==> config.mk <==
export PLATFORM = sky130hd
export DESIGN_NAME = id_ex_stage
export DESIGN_NICKNAME = d
export VERILOG_FILES = /design/src/rtl/id_ex_stage.sv
export SDC_FILE = /design/constraint.sdc
export NUM_CORES = 1
export LEC_CHECK = 0
export ABC_AREA = 0
export CAP_MARGIN = 20
export CORE_MARGIN = 5
export CORE_UTILIZATION = 30
export CTS_BUF_LIST = sky130_fd_sc_hd__clkbuf_8
export DETAILED_ROUTE_END_ITERATION = 6
export PLACE_DENSITY_LB_ADDON = 0.1
export SETUP_SLACK_MARGIN = 0.05
export SLEW_MARGIN = 40
export SYNTH_ARGS = -nofsm -noshare
export SYNTH_HDL_FRONTEND = slang
export SYNTH_SLANG_ARGS = --single-unit
==> constraint.sdc <==
create_clock -name clk -period 2.31 [get_ports clk]
set_input_delay 0.231 -clock clk [delete_from_list [all_inputs] [get_ports clk]]
set_output_delay 0.231 -clock clk [all_outputs]
set_load 0.05 [all_outputs]
==> src/rtl/id_ex_stage.sv <==
// ---------------------------------------------------------------------------
// id_ex_stage
//   ID/EX pipeline register sitting directly in front of the ALU.
//   - Latches one decoded instruction per cycle from the decode stage.
//   - Resolves operand forwarding from the EX/MEM and MEM/WB stages
//     (MEM has priority, register 0 is never forwarded).
//   - Selects the immediate or the forwarded rt value as ALU operand 2.
//   - Detects load-use hazards, inserts one bubble and stalls the front end.
//   - Flush (taken branch) loads a bubble; hold (downstream stall) freezes.
//
// Ports
//   clk, rst            : clock (rising edge), synchronous active-low reset
//   id_*                : decoded instruction from the ID stage
//   mem_regwrite/rd/result : EX/MEM forwarding source
//   wb_regwrite/rd/data    : MEM/WB forwarding source
//   flush, hold         : branch kill / downstream freeze
//   stall_out           : hold PC and IF/ID
//   ex_valid, alu_in1, alu_in2, alu_ctrl, ex_store_data,
//   ex_rd, ex_regwrite, ex_memread, ex_memwrite, ex_memtoreg : EX slot outputs
// ---------------------------------------------------------------------------
module id_ex_stage #(
  parameter int unsigned DATA_W = 32,
  parameter int unsigned RA_W   = 5
) (
  input  logic              clk,
  input  logic              rst,

  input  logic              id_valid,
  input  logic [RA_W-1:0]   id_rs,
  input  logic [RA_W-1:0]   id_rt,
  input  logic [RA_W-1:0]   id_rd,
  input  logic [DATA_W-1:0] id_rs_data,
  input  logic [DATA_W-1:0] id_rt_data,
  input  logic [DATA_W-1:0] id_imm,
  input  logic              id_alusrc,
  input  logic              id_rt_used,
  input  logic [2:0]        id_aluctrl,
  input  logic              id_regwrite,
  input  logic              id_memread,
  input  logic              id_memwrite,
  input  logic              id_memtoreg,

  input  logic              mem_regwrite,
  input  logic [RA_W-1:0]   mem_rd,
  input  logic [DATA_W-1:0] mem_result,

  input  logic              wb_regwrite,
  input  logic [RA_W-1:0]   wb_rd,
  input  logic [DATA_W-1:0] wb_data,

  input  logic              flush,
  input  logic              hold,

  output logic              stall_out,
  output logic              ex_valid,
  output logic [DATA_W-1:0] alu_in1,
  output logic [DATA_W-1:0] alu_in2,
  output logic [2:0]        alu_ctrl,
  output logic [DATA_W-1:0] ex_store_data,
  output logic [RA_W-1:0]   ex_rd,
  output logic              ex_regwrite,
  output logic              ex_memread,
  output logic              ex_memwrite,
  output logic              ex_memtoreg
);

  // Stage registers
  logic              valid_q,    valid_d;
  logic [RA_W-1:0]   rs_q,       rs_d;
  logic [RA_W-1:0]   rt_q,       rt_d;
  logic [RA_W-1:0]   rd_q,       rd_d;
  logic [DATA_W-1:0] rs_data_q,  rs_data_d;
  logic [DATA_W-1:0] rt_data_q,  rt_data_d;
  logic [DATA_W-1:0] imm_q,      imm_d;
  logic              alusrc_q,   alusrc_d;
  logic [2:0]        aluctrl_q,  aluctrl_d;
  logic              regwrite_q, regwrite_d;
  logic              memread_q,  memread_d;
  logic              memwrite_q, memwrite_d;
  logic              memtoreg_q, memtoreg_d;

  logic              hazard;
  logic [DATA_W-1:0] fwd_rs;
  logic [DATA_W-1:0] fwd_rt;

  // Load-use: the load in EX cannot supply its data until it reaches WB,
  // so a dependent instruction in ID must wait one cycle. A bubble has
  // valid/memread cleared and therefore never raises this.
  always_comb begin
    hazard = valid_q && memread_q && (rd_q != '0) && id_valid &&
             ((rd_q == id_rs) || (id_rt_used && (rd_q == id_rt)));
  end

  assign stall_out = hold | (hazard & ~flush);

  // Next-state selection: flush > hold > hazard bubble > load.
  always_comb begin
    valid_d    = valid_q;
    rs_d       = rs_q;
    rt_d       = rt_q;
    rd_d       = rd_q;
    rs_data_d  = rs_data_q;
    rt_data_d  = rt_data_q;
    imm_d      = imm_q;
    alusrc_d   = alusrc_q;
    aluctrl_d  = aluctrl_q;
    regwrite_d = regwrite_q;
    memread_d  = memread_q;
    memwrite_d = memwrite_q;
    memtoreg_d = memtoreg_q;

    if (flush || (!hold && hazard)) begin
      // Bubble: every field cleared.
      valid_d    = 1'b0;
      rs_d       = '0;
      rt_d       = '0;
      rd_d       = '0;
      rs_data_d  = '0;
      rt_data_d  = '0;
      imm_d      = '0;
      alusrc_d   = 1'b0;
      aluctrl_d  = '0;
      regwrite_d = 1'b0;
      memread_d  = 1'b0;
      memwrite_d = 1'b0;
      memtoreg_d = 1'b0;
    end else if (!hold) begin
      valid_d    = id_valid;
      rs_d       = id_rs;
      rt_d       = id_rt;
      rd_d       = id_rd;
      rs_data_d  = id_rs_data;
      rt_data_d  = id_rt_data;
      imm_d      = id_imm;
      alusrc_d   = id_alusrc;
      aluctrl_d  = id_aluctrl;
      // An empty decode slot must not write registers or memory.
      regwrite_d = id_valid & id_regwrite;
      memread_d  = id_valid & id_memread;
      memwrite_d = id_valid & id_memwrite;
      memtoreg_d = id_valid & id_memtoreg;
    end
  end

  always_ff @(posedge clk) begin
    if (!rst) begin
      valid_q    <= 1'b0;
      rs_q       <= '0;
      rt_q       <= '0;
      rd_q       <= '0;
      rs_data_q  <= '0;
      rt_data_q  <= '0;
      imm_q      <= '0;
      alusrc_q   <= 1'b0;
      aluctrl_q  <= '0;
      regwrite_q <= 1'b0;
      memread_q  <= 1'b0;
      memwrite_q <= 1'b0;
      memtoreg_q <= 1'b0;
    end else begin
      valid_q    <= valid_d;
      rs_q       <= rs_d;
      rt_q       <= rt_d;
      rd_q       <= rd_d;
      rs_data_q  <= rs_data_d;
      rt_data_q  <= rt_data_d;
      imm_q      <= imm_d;
      alusrc_q   <= alusrc_d;
      aluctrl_q  <= aluctrl_d;
      regwrite_q <= regwrite_d;
      memread_q  <= memread_d;
      memwrite_q <= memwrite_d;
      memtoreg_q <= memtoreg_d;
    end
  end

  // Forwarding mux per source path; MEM is the younger producer so it wins.
  always_comb begin
    fwd_rs = rs_data_q;
    if (mem_regwrite && (mem_rd != '0) && (mem_rd == rs_q)) begin
      fwd_rs = mem_result;
    end else if (wb_regwrite && (wb_rd != '0) && (wb_rd == rs_q)) begin
      fwd_rs = wb_data;
    end
  end

  always_comb begin
    fwd_rt = rt_data_q;
    if (mem_regwrite && (mem_rd != '0) && (mem_rd == rt_q)) begin
      fwd_rt = mem_result;
    end else if (wb_regwrite && (wb_rd != '0) && (wb_rd == rt_q)) begin
      fwd_rt = wb_data;
    end
  end

  assign alu_in1       = fwd_rs;
  assign alu_in2       = alusrc_q ? imm_q : fwd_rt;
  assign ex_store_data = fwd_rt;
  assign alu_ctrl      = aluctrl_q;
  assign ex_valid      = valid_q;
  assign ex_rd         = rd_q;
  assign ex_regwrite   = regwrite_q;
  assign ex_memread    = memread_q;
  assign ex_memwrite   = memwrite_q;
  assign ex_memtoreg   = memtoreg_q;

endmodule

* Yosys cells after proc, flatten, opt, wreduce, memory -nomap -nowiden
Index checks and enable logic that the tools add are counted.
** Cells by class
- Reduce and logical (&&, ||, !) cells :: 19
- Bitwise gates (word level) :: 8
- Multiplexer cells :: 5
- Eq/ne operators :: 6
** Operators by type and width (count)
- 32-bit two-way mux :: 5
- 5-bit equality test :: 6
- 5-bit nonzero test :: 3
- 1-bit logical AND :: 12
- 1-bit bitwise AND :: 5
- 1-bit logical OR :: 2
- 1-bit NOT :: 2
- 2-bit OR reduction :: 1
- 1-bit logical NOT :: 1
- 1-bit OR :: 1
** Word-level totals
- Register bits after elaboration :: 120
- Word-level logic and storage cells :: 51
- Output and inout port bits :: 110

* Logic depth before layout (Yosys ltp)
Gate-level depths: netlist of run 1.
- Word-level depth :: 7
- Depth in mapped cells :: 7
- Depth with buffers taken out :: 5

* Least setup slack after synthesis of run 1
No wires, ideal clock.
- Path type :: input-to-output
- Start point :: in wb_rd[1]
- End point :: out alu_in2[0]
- Cell stages on the path :: 5
- Slack :: -0.378 ns
- Buffers on the path :: 0
- Arrival time :: 2.457 ns
- Required time :: 2.079 ns
- Path through :: or4_4 > o21ai_4 > nor4_4 > mux2i_1 > a221oi_1
** Between the ends
- Word-level cells in the longest chain between the ends :: 6
** RTL lines
- start: declaration :: line 48 : input logic [RA_W-1:0] wb_rd,
- 5-bit nonzero test :: line 191 : end else if (wb_regwrite && (wb_rd != '0) && (wb_rd == rt_q)) begin
- 1-bit logical AND :: line 191
- 1-bit logical AND (*) :: line 191
- 32-bit two-way mux (*) :: line 191
- 32-bit two-way mux (*) :: line 189 : if (mem_regwrite && (mem_rd != '0) && (mem_rd == rt_q)) begin
- 32-bit two-way mux (*) :: line 197 : assign alu_in2 = alusrc_q ? imm_q : fwd_rt;
- end: declaration :: line 57 : output logic [DATA_W-1:0] alu_in2,
Mark *: on every way between the ends. The rest lies on a longest branch, timed or not.

* Final worst setup path of run 1
- Start point :: in mem_rd[2]
- End point :: out alu_in2[2]
** Between the ends
- Word-level cells in the longest chain between the ends :: 5
** RTL lines
- start: declaration :: line 44 : input logic [RA_W-1:0] mem_rd,
- 5-bit nonzero test :: line 189
- 1-bit logical AND :: line 189
- 1-bit logical AND (*) :: line 189
- 32-bit two-way mux (*) :: line 189
- 32-bit two-way mux (*) :: line 197
Marks and branches as above.

==> metrics.cfg, run 1 <==
[placement]
placedCellCount = 1226
numPortBuffers = 310
hpwl_mm = 19.64
pre_cts_slack_ps = -502.8
place.gp.congestion = 0.9009

[run]
max_cap_violations = 0

[grt]
grt_usage = 0.2266
grt_pass1_wl_mm = 42.41
grtUsageMet2 = 0.3829
grt_use_met3 = 0.07448
grt_pass1_vias = 7277
grt_max_degree = 74
antenna_found_initial = 3
grt-ovfl-total = 0
use_met1 = 0.2673
busiest_layer = met2

[sta]
min_period_ps = 2595
setup_ws_ps = -284.8
rsz0062_at_grt = true
hold_violations = 0
fin_worst_skew_ps = 16.02
finalMaxSlewViolations = 0
fin_crit_sh = 1.123
finalSetupViolations = 96
setup_tns_ps = -19870
worst_pin_slew_ps = 513.6
slew_headroom = 0.6565
fmax_mhz = 385.4

[detailed_routing]
wire_per_inst_um = 21.92
via_count = 6748
drtAntennaViolNets = 0
drcViolationCount = 0
wl_mm = 28.41
drtIter0Drc = 293
viasPerCell = 5.207
dr.pass1.iters = 5

[worst_setup_path]
cp_max_fo = 8
required_ps = 2080
path_class = input port to output pin
cp_data_arrival_time_ps = 2360
startpoint_type = input port
end_kind = output pin

[floorplanning]
placementRows = 52
start_util = 0.3063
die_area_mm2 = 0.02370
fp.dieW_um = 154.0
die_height_um = 154.0
fp.coreArea_mm2 = 0.02030
io_pins = 311

[pwr]
netSwitchingFraction = 0.3104
pwr-share-seq = 0.370
p_switching_uw = 1843
p_leak_uw = 0.004872
p_comb_frac = 0.322
clkPwrFrac = 0.308
peakVddDrop_mv = 0.3207
p_per_area_mw_per_mm2 = 441.8
p_int_uw = 4095

[synth]
synth_warnings = 0
yosysSeqAreaShare = 0.3864
ys_types = 34
synth_area_per_cell_um2 = 9.639
ys_ff_latch = 120
syn_nets = 846
syn_inst = 645
syn_area_mm2 = 0.006217

[clock_network]
clk-insertion-delay-late_ps = 440
clock_path_buffers = 2
root_buffer = clkbuf_8
ctsHtreeMaxLevel = 4
path_clk_slew_ps = 80
cts_tree = built
cts_buffers = 17
ctsHoldBuffers = 0
clock-sinks = 120

[hold_path]
hp-class = input port to flip-flop

[layout]
post-route-util = 0.6621
antenna_cells = 0
drive_gt1_frac = 0.4308
stdcell_count = 1296
layout_commonest_cell = clkdlybuf4s50_1
layout.nets = 1216
layout_common_cells = clkdlybuf4s50_1, a22o_1, dfxtp_1, buf_12, buf_6
area_delta_synth_final_pct = 116.2

[run_status]
violations = negative setup slack
status = finished with violations

-- power by group through the flow --
stage	logic (uW)	registers (uW)	clock network (uW)
2_1_floorplan	794	2240	0
3_3_place_gp	1670	2230	0
3_5_place_dp	1690	2230	0
4_1_cts	1850	2190	1870
5_1_grt	1980	2200	1980
6_report	1910	2200	1830
-- worst paths after layout --
path,start,endpoint,slack (ps),cells after the start
min,id_rs_data[25],rs_data_q[25]$_SDFFE_PP0N_,380,2
min reg2reg,imm_q[1]$_SDFFE_PP0N_,imm_q[1]$_SDFFE_PP0N_,480,1
max reg2reg,ex_rd[4]$_SDFFE_PP0N_,rs_data_q[19]$_SDFFE_PP0N_,410,5
max,mem_rd[2],alu_in2[2],-280,8
-- cell usage after synthesis, drive strengths merged --
library cell,number,share of area
mux2i,64,0.10
o21a,1,0.0012
xor2,12,0.017
nor3,35,0.028
xnor2,18,0.025
a21oi,33,0.027
o21ai,33,0.028
or4,2,0.0030
and4,1,0.0014
a31oi,1,0.0020
clkbuf,22,0.013
inv,33,0.020
nor2,34,0.021
buf,37,0.039
nand4,1,0.0010
nor4,2,0.0068
a22o,116,0.16
o21bai,1,0.0012
a32o,4,0.0064
nand3,5,0.0048
nor3b,1,0.0012
a2111oi,1,0.0024
o22ai,1,0.0010
dfxtp,120,0.39
nand2,35,0.021
a221oi,32,0.075
-- per-layer routing --
layer  routed length [um]  vias up  part of all wire
met5                   32        -            0.0011
met4                  798        6             0.028
met3                 1984       54             0.070
met2                14130      245              0.50
met1                11470     3286              0.40
li1                     -     3157                 -
-- cells by family (layout without fill, tap and decap cells) --
| family | count (synthesis) | in the layout | synth area share |
|---|---|---|---|
| xor gates and xnor gates | 30 | 30 | 0.04226 |
| muxes | 64 | 64 | 0.1030 |
| and+or+nand+nor | 116 | 116 | 0.08815 |
| buffers and inverters | 92 | 473 | 0.07205 |
| AOI/OAI and AO/OA | 223 | 223 | 0.3081 |
| DFF | 120 | 120 | 0.3864 |
-- state kept, by name, summed over array words and instances, names as in the netlist --
signal	flops
alusrc_q	1
rs_data_q	32
alu_ctrl	3
rt_data_q	32
ex_memwrite	1
ex_memtoreg	1
rs_q	5
rt_q	5
imm_q	32
ex_memread	1
ex_regwrite	1
ex_rd	5
ex_valid	1
-- repair_timing --
| item | 4_1_cts | 5_1_grt |
|---|---|---|
| buffers inserted | 25 | 9 |
| cloned | 13 | 1 |
| gates resized for setup | 206 | 116 |
| endpoints found under the setup margin | 97 | 97 |
| pin swaps | 70 | 48 |
-- through the flow --
| stage | hold slack [ps] | power (uW) | area (um^2) |
|---|---|---|---|
| 2_1_floorplan | 363.6 | 3032 | 6797 |
| 3_3_place_gp | 453.2 | 3903 | 11120 |
| 3_5_place_dp | 456.1 | 3921 | 11120 |
| 4_1_cts | 354.5 | 5915 | 12970 |
| 5_1_grt | 353.5 | 6171 | 13440 |
| 6_report | 383.4 | 5938 | 13440 |
-- area by class of cell --
cell class,instances,area [um^2]
Timing Repair Buffer,410,5177
Tap cell,270,337.8
Multi-Input combinational cell,433,5001
Sequential cell,120,2429
Clock inverter,11,110.1
Inverter,33,123.9
Clock buffer,19,261.5
Fill cell,1518,6859
-- worst max-delay path, cell delays in order --
cell and delay (ps):
dlygate4sd2_1 250, or4_1 540, o21a_4 260, buf_4 140
a31oi_4 380, clkbuf_16 290, a221oi_4 80, buf_6 170
Power figures use the tool's default switching activity.
==> run 2: changes to the inputs <==
--- a/config.mk
+++ b/config.mk
@@ -6,8 +6,7 @@
 export NUM_CORES = 1
 export LEC_CHECK = 0
 export ABC_AREA = 0
-export CAP_MARGIN = 20
-export CORE_MARGIN = 5
+export CAP_MARGIN = 5
 export CORE_UTILIZATION = 30
 export CTS_BUF_LIST = sky130_fd_sc_hd__clkbuf_8
 export DETAILED_ROUTE_END_ITERATION = 6
==> metrics.cfg, run 2 (synthesis gave the netlist of run 1 again) <==
[run_status]
status = finished with violations
violations = negative setup slack

[grt]
antenna_found_initial = 4
grt_pass1_vias = 7416
grt_pass1_wl_mm = 43.92
grt-ovfl-total = 0
grt_usage = 0.2725
grt_max_degree = 64

[sta]
setup_ws_ps = -290.6
slew_headroom = 0.6539
min_period_ps = 2601
setup_tns_ps = -19670
rsz0062_at_grt = true
fin_crit_sh = 1.126
finalSetupViolations = 96
hold_violations = 0
worst_pin_slew_ps = 517.6
fmax_mhz = 384.5
fin_worst_skew_ps = 11.76
finalMaxSlewViolations = 0

[layout]
biggestRegsByFlops = imm_q: 32 flops, rs_data_q: 32 flops, rt_data_q: 32 flops
post-route-util = 0.6860
drive_gt1_frac = 0.4511
filler_cell_count = 1436
layout.nets = 1211
area_delta_synth_final_pct = 124.0
stdcell_count = 1294
layout_commonest_cell = clkdlybuf4s50_1
regArea_mm2 = 0.002425
postLayoutCellArea_mm2 = 0.01393
multi_input_area_mm2 = 0.005285
layout_common_cells = clkdlybuf4s50_1, a22o_1, dfxtp_1, buf_12, mux2i_4

[pwr]
p_comb_frac = 0.320
p_leak_uw = 0.004919
peakVddDrop_mv = 0.3088
p_per_area_mw_per_mm2 = 447.7
p_int_uw = 4273
p_total_uw = 6234
pwr-share-seq = 0.352
netSwitchingFraction = 0.3147
p_switching_uw = 1962
clkPwrFrac = 0.328

[detailed_routing]
drtAntennaViolNets = 0
topRoutingLayerUsed = met5
wire_per_inst_um = 22.61
drtIter0Drc = 274
dr.pass1.iters = 4
wl_met3_mm = 2.068
wl_mm = 29.25
wl_met2_mm = 14.19
via_count = 6840
wl_met1_mm = 12.08
drcViolationCount = 0
viasPerCell = 5.286

[worst_setup_path]
cp_common_cell = buf_12
cp_data_arrival_time_ps = 2370
required_ps = 2080
path_cells = xnor2_1, nand3_1, nor4_4, buf_12, buf_6, buf_12, mux2i_4, a221oi_4, buf_12
end_kind = output pin
path_buf_inv = 4
cp_top_family = buffers and inverters
startpoint_type = flip-flop
cp_max_fo = 6
path_class = flip-flop to output pin
slowest_delay_ps = 330
slowest_stage = dfxtp_2

[hold_path]
hp-class = input port to flip-flop

[placement]
placed_area_mm2 = 0.01127
place.gp.congestion = 0.8675
numPortBuffers = 310
hpwl_mm = 17.99
placedCellCount = 1223

[clock_network]
ctsHoldBuffers = 0
clock-sinks = 120
cts_buffers = 17
clk-insertion-delay-late_ps = 450
clock_path_buffers = 2
ctsHtreeMaxLevel = 4
cts_tree = built
path_clk_slew_ps = 80
root_buffer = clkbuf_8

[floorplanning]
fp.coreArea_mm2 = 0.02030
io_pins = 311
fp.dieW_um = 146.0
placementRows = 52
start_util = 0.3063
die_area_mm2 = 0.02130
die_height_um = 146.0

[run]
max_cap_violations = 0

-- run 2: layout make-up --
type | instances | share of cell area
repair buffers | 404 | 0.3832
multi-input cells | 434 | 0.3795
flip-flops and latches | 120 | 0.1741
well taps | 270 | 0.02426
clock buffers | 19 | 0.01878
clock inverters | 12 | 0.01087
inverters | 33 | 0.008895
diodes | 2 | 0.0003594
-- run 2: power groups by stage --
stage / registers, uW / logic [uW] / clock network [uW]
2_1_floorplan: 2240 / 794 / 0
3_3_place_gp: 2230 / 1730 / 0
3_5_place_dp: 2230 / 1750 / 0
4_1_cts: 2190 / 1940 / 2070
5_1_grt: 2200 / 2060 / 2170
6_report: 2200 / 1990 / 2040
-- run 2: stage by stage --
step	hold WS [ps]	worst slack [ps]
3_5_place_dp	456.3	-541.6
2_1_floorplan	363.6	-280.0
3_3_place_gp	454.9	-578.7
4_1_cts	348.3	-347.4
5_1_grt	334.4	-375.4
6_report	371.8	-290.6
-- run 2: worst paths after layout --
path	from	to	slack (ps)	cells past startpoint
worst min register to register	ex_memwrite$_SDFFE_PP0N_	ex_memwrite$_SDFFE_PP0N_	470	1
worst max-delay path	rt_q[2]$_SDFFE_PP0N_	alu_in2[3]	-290	9
worst min-delay path	id_rs_data[23]	rs_data_q[23]$_SDFFE_PP0N_	370	2
worst max register to register	ex_rd[4]$_SDFFE_PP0N_	imm_q[10]$_SDFFE_PP0N_	380	5
-- run 2: per-layer routing --
layer,vias up,GRT usage
met4,4,0.1258
met1,3305,0.3409
li1,3172,-
met2,301,0.4356
met5,-,0
met3,58,0.07367
-- run 2: repair_timing --
| item | CTS | global route |
|---|---|---|
| cloned | 19 | 0 |
| setup buffers | 23 | 4 |
| endpoints found under the setup margin | 97 | 97 |
| resized for setup | 238 | 101 |
| pin swaps | 50 | 34 |
==> run 3: changes to the inputs <==
==> constraint.sdc (replaced) <==
create_clock -name clk -period 2.7 [get_ports clk]
set_input_delay 0.27 -clock clk [delete_from_list [all_inputs] [get_ports clk]]
set_output_delay 0.27 -clock clk [all_outputs]
set_load 0.05 [all_outputs]
==> metrics.cfg, run 3 (synthesis gave the netlist of run 1 again) <==
[detailed_routing]
drcViolationCount = 0
wire_per_inst_um = 20.86
dr.pass1.iters = 4
viasPerCell = 5.096
drtIter0Drc = 376
drtAntennaViolNets = 0
wl_mm = 26.18
via_count = 6396

[sta]
setup_ws_ps = 50.68
min_period_ps = 2649
fmax_mhz = 377.5
slew_headroom = 0.5620
finalMaxSlewViolations = 0
fin_worst_skew_ps = 9.539
finalSetupViolations = 0
hold_violations = 0
fin_crit_sh = 0.9812
worst_pin_slew_ps = 657.1
setup_tns_ps = 0
rsz0062_at_grt = true

[pwr]
p_total_uw = 5012
peakVddDrop_mv = 0.3026
p_leak_uw = 0.004487
p_per_area_mw_per_mm2 = 410.1

[run_status]
status = complete, no violations

[floorplanning]
fp.coreArea_mm2 = 0.02030
io_pins = 311
die_height_um = 146.0
die_area_mm2 = 0.02130
start_util = 0.3063
fp.dieW_um = 146.0
placementRows = 52

[grt]
grt_pass1_vias = 6010
grt_max_degree = 96
grt-ovfl-total = 0
grt_usage = 0.2213
grt_pass1_wl_mm = 35.89
antenna_found_initial = 4

[placement]
numPortBuffers = 310
place.gp.congestion = 0.8258
placed_area_mm2 = 0.01055
pre_cts_slack_ps = -88.89
hpwl_mm = 16.51

[layout]
layout_commonest_cell = clkdlybuf4s50_1
post-route-util = 0.6020
filler_cell_count = 1722
biggestRegsByFlops = imm_q: 32 flops, rs_data_q: 32 flops, rt_data_q: 32 flops
postLayoutCellArea_mm2 = 0.01222
layout_common_cells = clkdlybuf4s50_1, a22o_1, dfxtp_1, buf_12, buf_4
drive_gt1_frac = 0.3550
layout.nets = 1173
area_delta_synth_final_pct = 96.56

[clock_network]
ctsHtreeMaxLevel = 4
cts_buffers = 17
path_clk_slew_ps = 80
clock_path_buffers = 2
root_buffer = clkbuf_8
clock-sinks = 120
clk-insertion-delay-late_ps = 440
cts_tree = built

[worst_setup_path]
startpoint_type = input port
path_class = input port to output pin
required_ps = 2430
end_kind = output pin
cp_max_fo = 5
cp_data_arrival_time_ps = 2380

[run]
max_cap_violations = 0

[hold_path]
hp-class = input port to flip-flop

-- run 3: changes by cell type in the layout (fill, tap and decap cells not counted), moves of 17 or more --
cell	delta
a221oi_2	+26
a221oi_4	-26
buf_6	-30
clkbuf_16	+17
mux2i_1	+24
mux2i_4	-31
nor2_1	+17
-- run 3: area by class of cell --
| cell class | count | area (um^2) | share of cell area |
|---|---|---|---|
| antenna | 2 | 5.005 | 0.0004095 |
| clock buffer | 20 | 275.3 | 0.02252 |
| clock inverter | 10 | 103.9 | 0.008498 |
| inverter | 33 | 123.9 | 0.01014 |
| multi-input combinational | 433 | 4178 | 0.3419 |
| sequential | 120 | 2427 | 0.1986 |
| tap | 270 | 337.8 | 0.02764 |
| timing repair buffer | 367 | 4770 | 0.3903 |
-- run 3: report_power, final --
part | switching, uW | internal (uW)
clock | 741 | 872
combinational | 729 | 791
sequential | 54.8 | 1820
total | 1520 | 3490
-- run 3: timing repair --
| item | CTS | global route |
|---|---|---|
| cloned | 3 | 13 |
| buffers inserted | 5 | 5 |
| endpoints found under the setup margin | 96 | 96 |
| resized for setup | 41 | 155 |
| hold buffers | 0 | 0 |
| pin swaps | 32 | 25 |
-- run 3: per-layer routing --
layer / GRT usage / share of wire / vias up
met3: 0.06489 / 0.059 / 26
met2: 0.3459 / 0.47 / 211
met4: 0.06842 / 0.014 / 2
met1: 0.2924 / 0.46 / 3076
met5: 0 / 0.00050 / -
li1: - / - / 3081
-- run 3: metrics by stage --
| step | hold slack [ps] | std cells |
|---|---|---|
| 6_report | 423.8 | 1255 |
| 2_1_floorplan | 402.6 | 645 |
| 4_1_cts | 397.1 | 1235 |
| 3_3_place_gp | 451.5 | 1198 |
| 3_5_place_dp | 454.5 | 1198 |
| 5_1_grt | 392.5 | 1255 |
-- run 3: path summary, 6_finish.rpt --
kind,startpoint,end,slack [ps],cells after the start
worst max-delay path,wb_regwrite,alu_in1[24],50,10
worst min-delay path,id_imm[22],imm_q[22]$_SDFFE_PP0N_,420,2
worst max register to register,ex_rd[0]$_SDFFE_PP0N_,rt_data_q[11]$_SDFFE_PP0N_,640,6
worst min register to register,ex_memtoreg$_SDFFE_PP0N_,ex_memtoreg$_SDFFE_PP0N_,470,1
-- run 3: critical path, stage by stage --
cell             delay, ps
clkdlybuf4s50_1        520
o21ai_4                 90
buf_4                  140
buf_4                  130
nor4_4                 360
buf_4                  210
buf_6                  160
mux2i_1                250
o21ai_2                 90
buf_12                 150
